<file path="config.mk">
export PLATFORM = sky130hd
export DESIGN_NAME = react_ctrl_flat
export DESIGN_NICKNAME = d
export VERILOG_FILES = /design/src/rtl/react_ctrl_if.sv /design/src/rtl/react_ctrl.sv /design/src/flat_wrapper.sv
export SDC_FILE = /design/constraint.sdc
export NUM_CORES = 1
export LEC_CHECK = 0
export ABC_CLOCK_PERIOD_IN_PS = 3000
export CELL_PAD_IN_SITES_DETAIL_PLACEMENT = 1
export CELL_PAD_IN_SITES_GLOBAL_PLACEMENT = 2
export CORE_AREA = 8 8 144 159
export CTS_CLUSTER_DIAMETER = 60
export DETAILED_ROUTE_END_ITERATION = 6
export DIE_AREA = 0 0 152 167
export PLACE_DENSITY = 0.77
export SETUP_SLACK_MARGIN = 0.4
export SLEW_MARGIN = 20
export SYNTH_ARGS = -nofsm -noshare
export SYNTH_HDL_FRONTEND = slang
export SYNTH_SLANG_ARGS = --single-unit
</file>
<file path="constraint.sdc">
create_clock -name clk -period 3 [get_ports clk]
set_clock_uncertainty 0.15 [all_clocks]
set_input_delay 0.75 -clock clk [delete_from_list [all_inputs] [get_ports clk]]
set_output_delay 0.75 -clock clk [all_outputs]
set_load 0.05 [all_outputs]
</file>
<file path="src/rtl/react_ctrl_if.sv">
// Measurement-timer handshake between the reaction controller (master)
// and the timing block (slave).
interface react_ctrl_if;
    logic        det_start;
    logic        restart;
    logic [7:0]  bit_sel;
    logic        det_end;
    logic [15:0] ctrl_in;

    modport master (
        output det_start,
        output restart,
        output bit_sel,
        input  det_end,
        input  ctrl_in
    );

    modport slave (
        input  det_start,
        input  restart,
        input  bit_sel,
        output det_end,
        output ctrl_in
    );
endinterface

</file>
<file path="src/rtl/react_ctrl.sv">
// Reaction-test initiator: random wait, target LED + timer kick, result
// capture with best-score tracking, foul detection and user abort.
//
// state | meaning
// IDLE  | no run in progress, waiting for start_btn
// WAIT  | random wait running, any press is a foul
// ARM   | single cycle: det_start pulses, target LED lights
// MEAS  | timer running, waiting for det_end or an abort
// DONE  | result captured, target LED still held
// FOUL  | early press seen, waiting for start_btn
module react_ctrl #(
    parameter int          CLK_PER_MS  = 12000,
    parameter int          MIN_WAIT_MS = 1000,
    parameter logic [10:0] RAND_MASK   = 11'h7FF,
    parameter logic [15:0] LFSR_SEED   = 16'hACE1
) (
    input  logic                clk,
    input  logic                rstn,
    input  logic                start_btn,
    input  logic [7:0]          btn_deb,
    react_ctrl_if.master        tmr,
    output logic [15:0]         result,
    output logic                result_vld,
    output logic [15:0]         best,
    output logic                foul,
    output logic                timeout,
    output logic                busy
);
    localparam int PSC_W = (CLK_PER_MS > 1) ? $clog2(CLK_PER_MS) : 1;
    localparam logic [PSC_W-1:0] PSC_MAX = PSC_W'(CLK_PER_MS - 1);

    typedef enum logic [2:0] {
        S_IDLE, S_WAIT, S_ARM, S_MEAS, S_DONE, S_FOUL
    } state_t;

    state_t             state_q, state_d;
    logic [15:0]        lfsr_q, lfsr_d;
    logic [PSC_W-1:0]   psc_q, psc_d;
    logic [15:0]        ms_q, ms_d;
    logic [15:0]        wait_ms_q, wait_ms_d;
    logic [2:0]         tgt_q, tgt_d;
    logic [7:0]         bit_sel_q, bit_sel_d;
    logic               det_start_q, det_start_d;
    logic               restart_q, restart_d;
    logic [15:0]        result_q, result_d;
    logic               result_vld_q, result_vld_d;
    logic [15:0]        best_q, best_d;
    logic               foul_q, foul_d;
    logic               timeout_q, timeout_d;

    logic               psc_wrap;
    logic               lfsr_fb;

    assign psc_wrap = (psc_q == PSC_MAX);
    assign lfsr_fb  = lfsr_q[15] ^ lfsr_q[13] ^ lfsr_q[12] ^ lfsr_q[10];

    // Next-state and next-output logic; pulses default low every cycle.
    always_comb begin
        state_d      = state_q;
        lfsr_d       = {lfsr_q[14:0], lfsr_fb};
        psc_d        = psc_q;
        ms_d         = ms_q;
        wait_ms_d    = wait_ms_q;
        tgt_d        = tgt_q;
        bit_sel_d    = bit_sel_q;
        det_start_d  = 1'b0;
        restart_d    = 1'b0;
        result_d     = result_q;
        result_vld_d = 1'b0;
        best_d       = best_q;
        foul_d       = foul_q;
        timeout_d    = timeout_q;

        case (state_q)
            S_IDLE, S_DONE, S_FOUL: begin
                if (start_btn) begin
                    state_d   = S_WAIT;
                    wait_ms_d = 16'(MIN_WAIT_MS) + {5'd0, lfsr_q[10:0] & RAND_MASK};
                    tgt_d     = lfsr_q[13:11];
                    foul_d    = 1'b0;
                    timeout_d = 1'b0;
                    psc_d     = '0;
                    ms_d      = '0;
                    bit_sel_d = '0;
                end
            end
            S_WAIT: begin
                // An early press outranks both expiry and a user abort.
                if (btn_deb != 8'hFF) begin
                    state_d = S_FOUL;
                    foul_d  = 1'b1;
                end else if (start_btn) begin
                    state_d = S_IDLE;
                end else if (psc_wrap) begin
                    psc_d = '0;
                    if (ms_q == wait_ms_q - 16'd1) begin
                        state_d     = S_ARM;
                        det_start_d = 1'b1;
                        bit_sel_d   = 8'd1 << tgt_q;
                    end else begin
                        ms_d = ms_q + 16'd1;
                    end
                end else begin
                    psc_d = psc_q + PSC_W'(1);
                end
            end
            S_ARM: begin
                state_d = S_MEAS;
            end
            S_MEAS: begin
                // det_end wins over a simultaneous abort request.
                if (tmr.det_end) begin
                    state_d      = S_DONE;
                    result_d     = tmr.ctrl_in;
                    result_vld_d = 1'b1;
                    if (tmr.ctrl_in == 16'h0000) begin
                        timeout_d = 1'b1;
                    end else if (tmr.ctrl_in < best_q) begin
                        best_d = tmr.ctrl_in;
                    end
                end else if (start_btn) begin
                    state_d   = S_IDLE;
                    restart_d = 1'b1;
                    bit_sel_d = '0;
                end
            end
            default: begin
                state_d = S_IDLE;
            end
        endcase
    end

    // State and datapath registers; reset restores power-up values, best included.
    always_ff @(posedge clk or negedge rstn) begin
        if (!rstn) begin
            state_q      <= S_IDLE;
            lfsr_q       <= LFSR_SEED;
            psc_q        <= '0;
            ms_q         <= '0;
            wait_ms_q    <= '0;
            tgt_q        <= '0;
            bit_sel_q    <= '0;
            det_start_q  <= 1'b0;
            restart_q    <= 1'b0;
            result_q     <= '0;
            result_vld_q <= 1'b0;
            best_q       <= 16'h9999;
            foul_q       <= 1'b0;
            timeout_q    <= 1'b0;
        end else begin
            state_q      <= state_d;
            lfsr_q       <= lfsr_d;
            psc_q        <= psc_d;
            ms_q         <= ms_d;
            wait_ms_q    <= wait_ms_d;
            tgt_q        <= tgt_d;
            bit_sel_q    <= bit_sel_d;
            det_start_q  <= det_start_d;
            restart_q    <= restart_d;
            result_q     <= result_d;
            result_vld_q <= result_vld_d;
            best_q       <= best_d;
            foul_q       <= foul_d;
            timeout_q    <= timeout_d;
        end
    end

    assign tmr.det_start = det_start_q;
    assign tmr.restart   = restart_q;
    assign tmr.bit_sel   = bit_sel_q;
    assign result        = result_q;
    assign result_vld    = result_vld_q;
    assign best          = best_q;
    assign foul          = foul_q;
    assign timeout       = timeout_q;
    assign busy          = (state_q == S_WAIT) || (state_q == S_ARM) || (state_q == S_MEAS);
endmodule

</file>
<file path="src/flat_wrapper.sv">
// flat-port wrapper written by rule: the top's interface ports become plain ports
module react_ctrl_flat 
#(
    parameter int          CLK_PER_MS  = 12000,
    parameter int          MIN_WAIT_MS = 1000,
    parameter logic [10:0] RAND_MASK   = 11'h7FF,
    parameter logic [15:0] LFSR_SEED   = 16'hACE1
)
  (clk, rstn, start_btn, btn_deb, result, result_vld, best, foul, timeout, busy, tmr_det_start, tmr_restart, tmr_bit_sel, tmr_det_end, tmr_ctrl_in);
  react_ctrl_if tmr_i ();
  input  logic clk;
  input  logic rstn;
  input  logic start_btn;
  input  logic [7:0] btn_deb;
  output logic [15:0] result;
  output logic result_vld;
  output logic [15:0] best;
  output logic foul;
  output logic timeout;
  output logic busy;
  output wire logic [$bits(tmr_i.det_start)-1:0] tmr_det_start;
  output wire logic [$bits(tmr_i.restart)-1:0] tmr_restart;
  output wire logic [$bits(tmr_i.bit_sel)-1:0] tmr_bit_sel;
  input wire logic [$bits(tmr_i.det_end)-1:0] tmr_det_end;
  input wire logic [$bits(tmr_i.ctrl_in)-1:0] tmr_ctrl_in;
  assign tmr_det_start = tmr_i.det_start;
  assign tmr_restart = tmr_i.restart;
  assign tmr_bit_sel = tmr_i.bit_sel;
  assign tmr_i.det_end = tmr_det_end;
  assign tmr_i.ctrl_in = tmr_ctrl_in;
  react_ctrl #(.CLK_PER_MS(CLK_PER_MS), .MIN_WAIT_MS(MIN_WAIT_MS), .RAND_MASK(RAND_MASK), .LFSR_SEED(LFSR_SEED)) u_core (.clk(clk), .rstn(rstn), .start_btn(start_btn), .btn_deb(btn_deb), .tmr(tmr_i), .result(result), .result_vld(result_vld), .best(best), .foul(foul), .timeout(timeout), .busy(busy));
endmodule
</file>
==> results <==
==> timing repair <==
| item | in CTS | in global routing |
|---|---|---|
| pin swaps | 32 | 24 |
| setup buffers | 13 | 4 |
| resized for setup | 73 | 41 |
| setup endpoints to repair | 67 | 58 |
==> sequential cells by signal, indices dropped and copies added (netlist names) <==
register,flops
u_core.lfsr_q,16
u_core.foul,1
u_core.state_q,3
u_core.timeout,1
u_core.ms_q,16
u_core.tmr.det_start,1
u_core.best,16
u_core.result,16
u_core.tmr.bit_sel,8
u_core.psc_q,14
u_core.tmr.restart,1
u_core.wait_ms_q,12
u_core.result_vld,1
u_core.tgt_q,3
==> worst paths after layout <==
path,from,slack (ps),to
setup reg to reg,u_core.wait_ms_q[3]$_DFFE_PN0P_,140,u_core.tmr.bit_sel[6]$_DFFE_PN0P_
setup / recovery,u_core.wait_ms_q[3]$_DFFE_PN0P_,140,u_core.tmr.bit_sel[6]$_DFFE_PN0P_
max in group asynchronous,rstn,1800,u_core.tgt_q[1]$_DFFE_PN0P_
hold reg to reg,u_core.lfsr_q[14]$_DFF_PN0_,200,u_core.lfsr_q[15]$_DFF_PN1_
min in group clk,u_core.lfsr_q[14]$_DFF_PN0_,200,u_core.lfsr_q[15]$_DFF_PN1_
hold / removal,rstn,160,u_core.psc_q[0]$_DFFE_PN0P_
==> metal layers <==
metal	track usage (%)	wire, um	up-vias
met1	18.45	8569	2942
met2	28.47	10310	108
met5	0	0	-
met4	5.089	333	0
li1	-	-	2766
met3	3.365	701	24
==> area by class of cell <==
type / instances / share of cell area, %
inverters: 24 / 1.063
well taps: 256 / 3.778
repair buffers: 163 / 18.34
flip-flops and latches: 109 / 32.42
multi-input cells: 528 / 40.98
clock inverters: 7 / 0.7527
clock buffers: 9 / 2.656
==> worst max-delay path, delay by kind of cell (launching register included) <==
kind | cells | cell delay (ps)
flops | 1 | 390
xor+xnor | 1 | 140
buf+inv | 1 | 150
simple gates | 4 | 1390
mux | 1 | 300
compound gates | 1 | 250
==> logic make-up after synthesis <==
| logic type | count (synthesis) |
|---|---|
| flip-flops | 109 |
| XOR/XNOR | 23 |
| buffers and inverters | 66 |
| adder cells (fa/ha/maj) | 19 |
| multiplexers | 11 |
| AND/OR/NAND/NOR | 328 |
| AO/OA/AOI/OAI | 147 |
==> stage by stage <==
stage / total power, mW / worst slack (ps)
after floorplan: 2.277 / 181.6
after global placement: 2.668 / -252.5
after detailed placement: 2.719 / -344.5
after CTS: 4.025 / 120.7
after global routing: 4.250 / 26.90
final: 4.036 / 139.9
==> power by group <==
part           leakage [nW]  switching (mW)  internal [mW]
Clock                 0.144           0.641          0.588
Sequential             1.43          0.0813           1.55
Combinational          2.24           0.671          0.501
Total                  3.81            1.39           2.64
==> synth_stat cells, types with 11 or more instances <==
library cell,count
or3_1,12
nor4_1,11
a31oi_1,19
nand3_1,32
ha_1,19
clkbuf_1,29
dfstp_2,16
nand2b_1,12
xnor2_1,15
nand4_1,28
nand2_1,132
o31ai_1,11
dfrtp_1,93
a21oi_1,24
o211ai_1,17
nor2_1,37
nor3_1,14
inv_1,23
o21ai_0,55
==> results.md <==
- Max_cap viols: 0
- Layout Cells excl Fill: between 1000 and 1500
- Initial antenna violation count: 0
- Synth Area in Adders: around 3.9%
- Startpoint Class: flop
- Root buf cell: clkbuf_16
- Tightest Pin Transition: about 570 ps
- Register bit total from synthesis: 109
- Xor and xnor area share after synthesis: roughly 3.3%
- Synth area leader: dfrtp_1
- R2R cell count: 8
- Register area share after synthesis: around 45%
- Fin. max-slew vios: 0
- Row cnt: 55
- Placed cell area: slightly below 0.008 mm^2
- Max VDD drop: between 200 and 300 uV
- Nets: 882
- Total gr overflow: 0
- Commonest non-fill, non-tap cell in the layout: nand2_1
- FILL cells: between 2000 and 2500
- DR DRC count: 0
- Synth warnings: 0
- Hold_ws: about 160 ps
- Fin Setup TNS: 0 ps
- Die width: 152 um
- Multi-input gate area in the final layout: 0.003475 mm^2
- Register area: 0.002749 mm^2
- Most frequent cells in the layout: nand2_1 (132), dfrtp_1 (92), buf_4 (73), o21ai_0 (47)
- Clock Latency Late Sink: 370 ps
- Min cycle time layout: around 2900 ps
- First-pass GRT wire length: about 33000 um
- GRT Util Overall: 15.85%
- Clk buf depth: 2
- CP required: between 3000 and 4000 ps
- P&R area growth vs syn: 37.78%
- Worst path cell trace: or4_4 -> nor3b_2 -> xnor2_1 -> nand4_1 -> nor4_4 -> o211a_1 -> buf_12 -> mux2_4
- Number of global-route vias before repair: roughly 6400
- Syn_nets: 750
- IO Count: between 70 and 80
- Share of synthesized registers carrying an async set or reset: 100.0%
- DR pass1 iterations: 5
- ANT cells: 0
- Max_slew headroom: 61.96%
- Initial DRC Count: between 400 and 500
- Final WL: roughly 20000 um
- Post-synthesis simple-gate area fraction: 26.92%
- I/O Buffers: 73
- Detail Route Antenna Nets: 0
- Vias: between 5000 and 6000
- Clk sinks: between 100 and 150
- Number of flops mapped to enable cells by yosys: 0
- Mux cell area share after synthesis: approximately 2.0%
- Critical Path Sink Type: flop
- Mapped Area: between 0.006 and 0.007 mm^2
- Synth top area share: 37.82%
- Layout cells sized above 1: 23.45%
- Critical path's largest stage delay: just over 600 ps
- Num CTS Buffers: 9
- Wire length per cell: 18.17 um
- Worst Path Arrival: between 2000 and 3000 ps
- Core area: between 0.02 and 0.025 mm^2
- Clock slew at reported path FFs: approximately 80 ps
- Hold crit path type: primary input to asynchronous set/reset pin
- Count of cell types in the netlist: 61
- Ys flop type: dfrtp_1
- Placer Congestion: about 0.8
- Die Span Y: around 170 um
- # H-tree levels: 3
- Dpl hpwl: roughly 14000 um
- Hold_buf cts: 0
- Initial Util: between 30% and 40%
- CP Class: flop to flop
- Largest family of logic cells by synthesized area: simple AND/OR/NAND/NOR gates
- Pleak: ~3.8 nW
- Final period utilization: about 95%
- DR vias/cell: approximately 5.3
- Cells after DPL: roughly 1100
- CTS tree: yes
- CP max-delay cell: or4_4
- Fmax: 349.6 MHz
- Cell count after synthesis: around 700
- PwrDens: around 480 mW/mm^2
- Synth area leaders: dfrtp_1 (38%), nand2_1 (8.1%), dfstp_2 (6.8%), o21ai_0 (4.5%), ha_1 (3.9%)
- # setup viols final: 0
- Die area: between 0.02 and 0.03 mm^2
- Syn avg cell area: ~8.8 um^2
- Largest net degree at the start of global routing: 55
- Core Util, Final: 41.76%
- Setup repair after global routing missed its margin: true
- Final Cell Area: about 0.0085 mm^2
- Synth Area in Compound Gates: 14.70%
- Worst Path Max Fanout: 8
- Final hold violation count: 0
- Status: completed
(Power assumes the default switching activity.)
==> variant, RTL diff (same flow settings) <==
The output `result_vld` loses its register stage (`result_vld_q` becomes a continuous assignment).
--- a/src/rtl/react_ctrl.sv
+++ b/src/rtl/react_ctrl.sv
@@ -145,3 +145,2 @@
             result_q     <= '0;
-            result_vld_q <= 1'b0;
             best_q       <= 16'h9999;
@@ -160,3 +159,2 @@
             result_q     <= result_d;
-            result_vld_q <= result_vld_d;
             best_q       <= best_d;
@@ -166,2 +164,4 @@
     end
+
+    assign result_vld_q = result_vld_d;
 
Check against the original RTL: same outputs for any inputs over 10 cycles, from zero or initial values and one cycle with rstn low; that may be too few to reach the edited logic, so the function may still have changed.
==> variant against the original RTL <==
- the flow now finishes with violations (negative setup slack)
- critical path depth up 4
- sequential cell count decreased by 1
- design area increased by 4.6%
- total power rose by 2.6%
- critical path type unchanged
- largest cell class unchanged
- routed wire length is 10% higher
- largest power group unchanged
- first-iteration DRC count decreased by 44%
- worst setup slack got worse by 0.20 ns
- area after synthesis up 0.47%
==> variant: results (changes against the original RTL) <==
The detailed-routed wire length on met2 was 11700 um (was 10300 um). The parity-gate share of the synthesized area counting xor and xnor cells is 0.0439 (was 0.0327). The layout net count is 900 (was 882). The largest net degree at the start of global routing came out at 47 (was 55). The wire length of the first global-routing pass is 35300 um (was 33200 um). The leakage power total is 4.12 nW (was 3.81 nW).

The arrival time at the worst endpoint is 3.16 ns (was 2.97 ns). The met3 routed wirelength was 886 um (was 701 um). The critical path endpoint is u_core.ms_q[10]$_DFFE_PN0P_ (was u_core.tmr.bit_sel[6]$_DFFE_PN0P_). The worst hold path class is reg2reg (was in2async). The final reports fail on negative setup slack.

The total routed wire length on the met1 layer is 8890 um (was 8570 um). Status: finished with violations (was completed). Leading cell types by total area after synthesis: sky130_fd_sc_hd__dfrtp_1 (37%), sky130_fd_sc_hd__nand2_1 (8.6%), sky130_fd_sc_hd__dfstp_2 (6.8%) (was sky130_fd_sc_hd__dfrtp_1 (38%), sky130_fd_sc_hd__nand2_1 (8.1%), sky130_fd_sc_hd__dfstp_2 (6.8%)). The first-iteration detailed-routing DRC count came out at 236 (was 418). The synthesized netlist net count is 743 (was 750). The maximum vdd ir drop is 0.000284 V (was 0.000261 V).

The average wire per cell in the routed design is 19.7 um (was 18.2 um). The worst-case headroom to the max-slew limit was 0.554 (was 0.620). The global routing usage summed across all routing layers was 0.170 (was 0.158).

The growth of design area from synthesis to finish is 43.4% (was 37.8%). The post-detailed-placement half-perimeter wirelength is 14800 um (was 14200 um). The smallest setup slack after layout came out at -0.0574 ns (was 0.140 ns). The number of setup violations in the final report came out at 15 (was 0).

The post-synthesis share of cell area spent on full adders, half adders and majority gates came out at 0.0385 (was 0.0386).
==> variant: cell count changes in the layout (fill, tap and decap cells not counted), moves of 7 or more <==
cell and delta:
sky130_fd_sc_hd__a21oi_1 -15, sky130_fd_sc_hd__nand2_1 +9, sky130_fd_sc_hd__buf_4 +12, sky130_fd_sc_hd__nand2b_1 -8
sky130_fd_sc_hd__o21ai_2 +7, sky130_fd_sc_hd__mux2i_1 +7, sky130_fd_sc_hd__nor2_1 -11, sky130_fd_sc_hd__mux2_4 -8
sky130_fd_sc_hd__o21ai_0 -7, sky130_fd_sc_hd__o31ai_1 -9, sky130_fd_sc_hd__a21oi_2 +10, sky130_fd_sc_hd__buf_6 +7
sky130_fd_sc_hd__dlygate4sd2_1 -9
==> variant: layer usage <==
metal,vias to the layer above,global-route usage
met4,0,0.0583
met3,35,0.0381
met5,-,0
met1,3064,0.189
met2,116,0.313
li1,2806,-
==> variant: area by class of cell <==
type / count / share of cell area
clock buffers: 9 / 0.0254
repair buffers: 185 / 0.211
inverters: 22 / 0.00946
multi-input cells: 527 / 0.404
well taps: 256 / 0.0361
flip-flops and latches: 108 / 0.307
clock inverters: 7 / 0.00734
==> variant: critical path: cells and delay by family (launching register included) <==
| family | cells | cell delay, ns |
|---|---|---|
| buffers and inverters | 4 | 0.49 |
| adder cells (fa/ha/maj) | 1 | 0.16 |
| AO/OA/AOI/OAI | 3 | 0.85 |
| flip-flops | 1 | 0.39 |
| AND/OR/NAND/NOR | 4 | 0.90 |
==> variant: what timing repair did <==
item                       4_1_cts  5_1_grt
setup endpoints to repair       65       54
gates resized for setup         61       86
pin swaps                       30       33
setup buffers                   14       16
cloned                           3        3
==> variant: power by group <==
group	switching (mW)	internal (mW)
logic	0.735	0.556
clock network	0.640	0.590
registers	0.0883	1.53
total	1.46	2.68
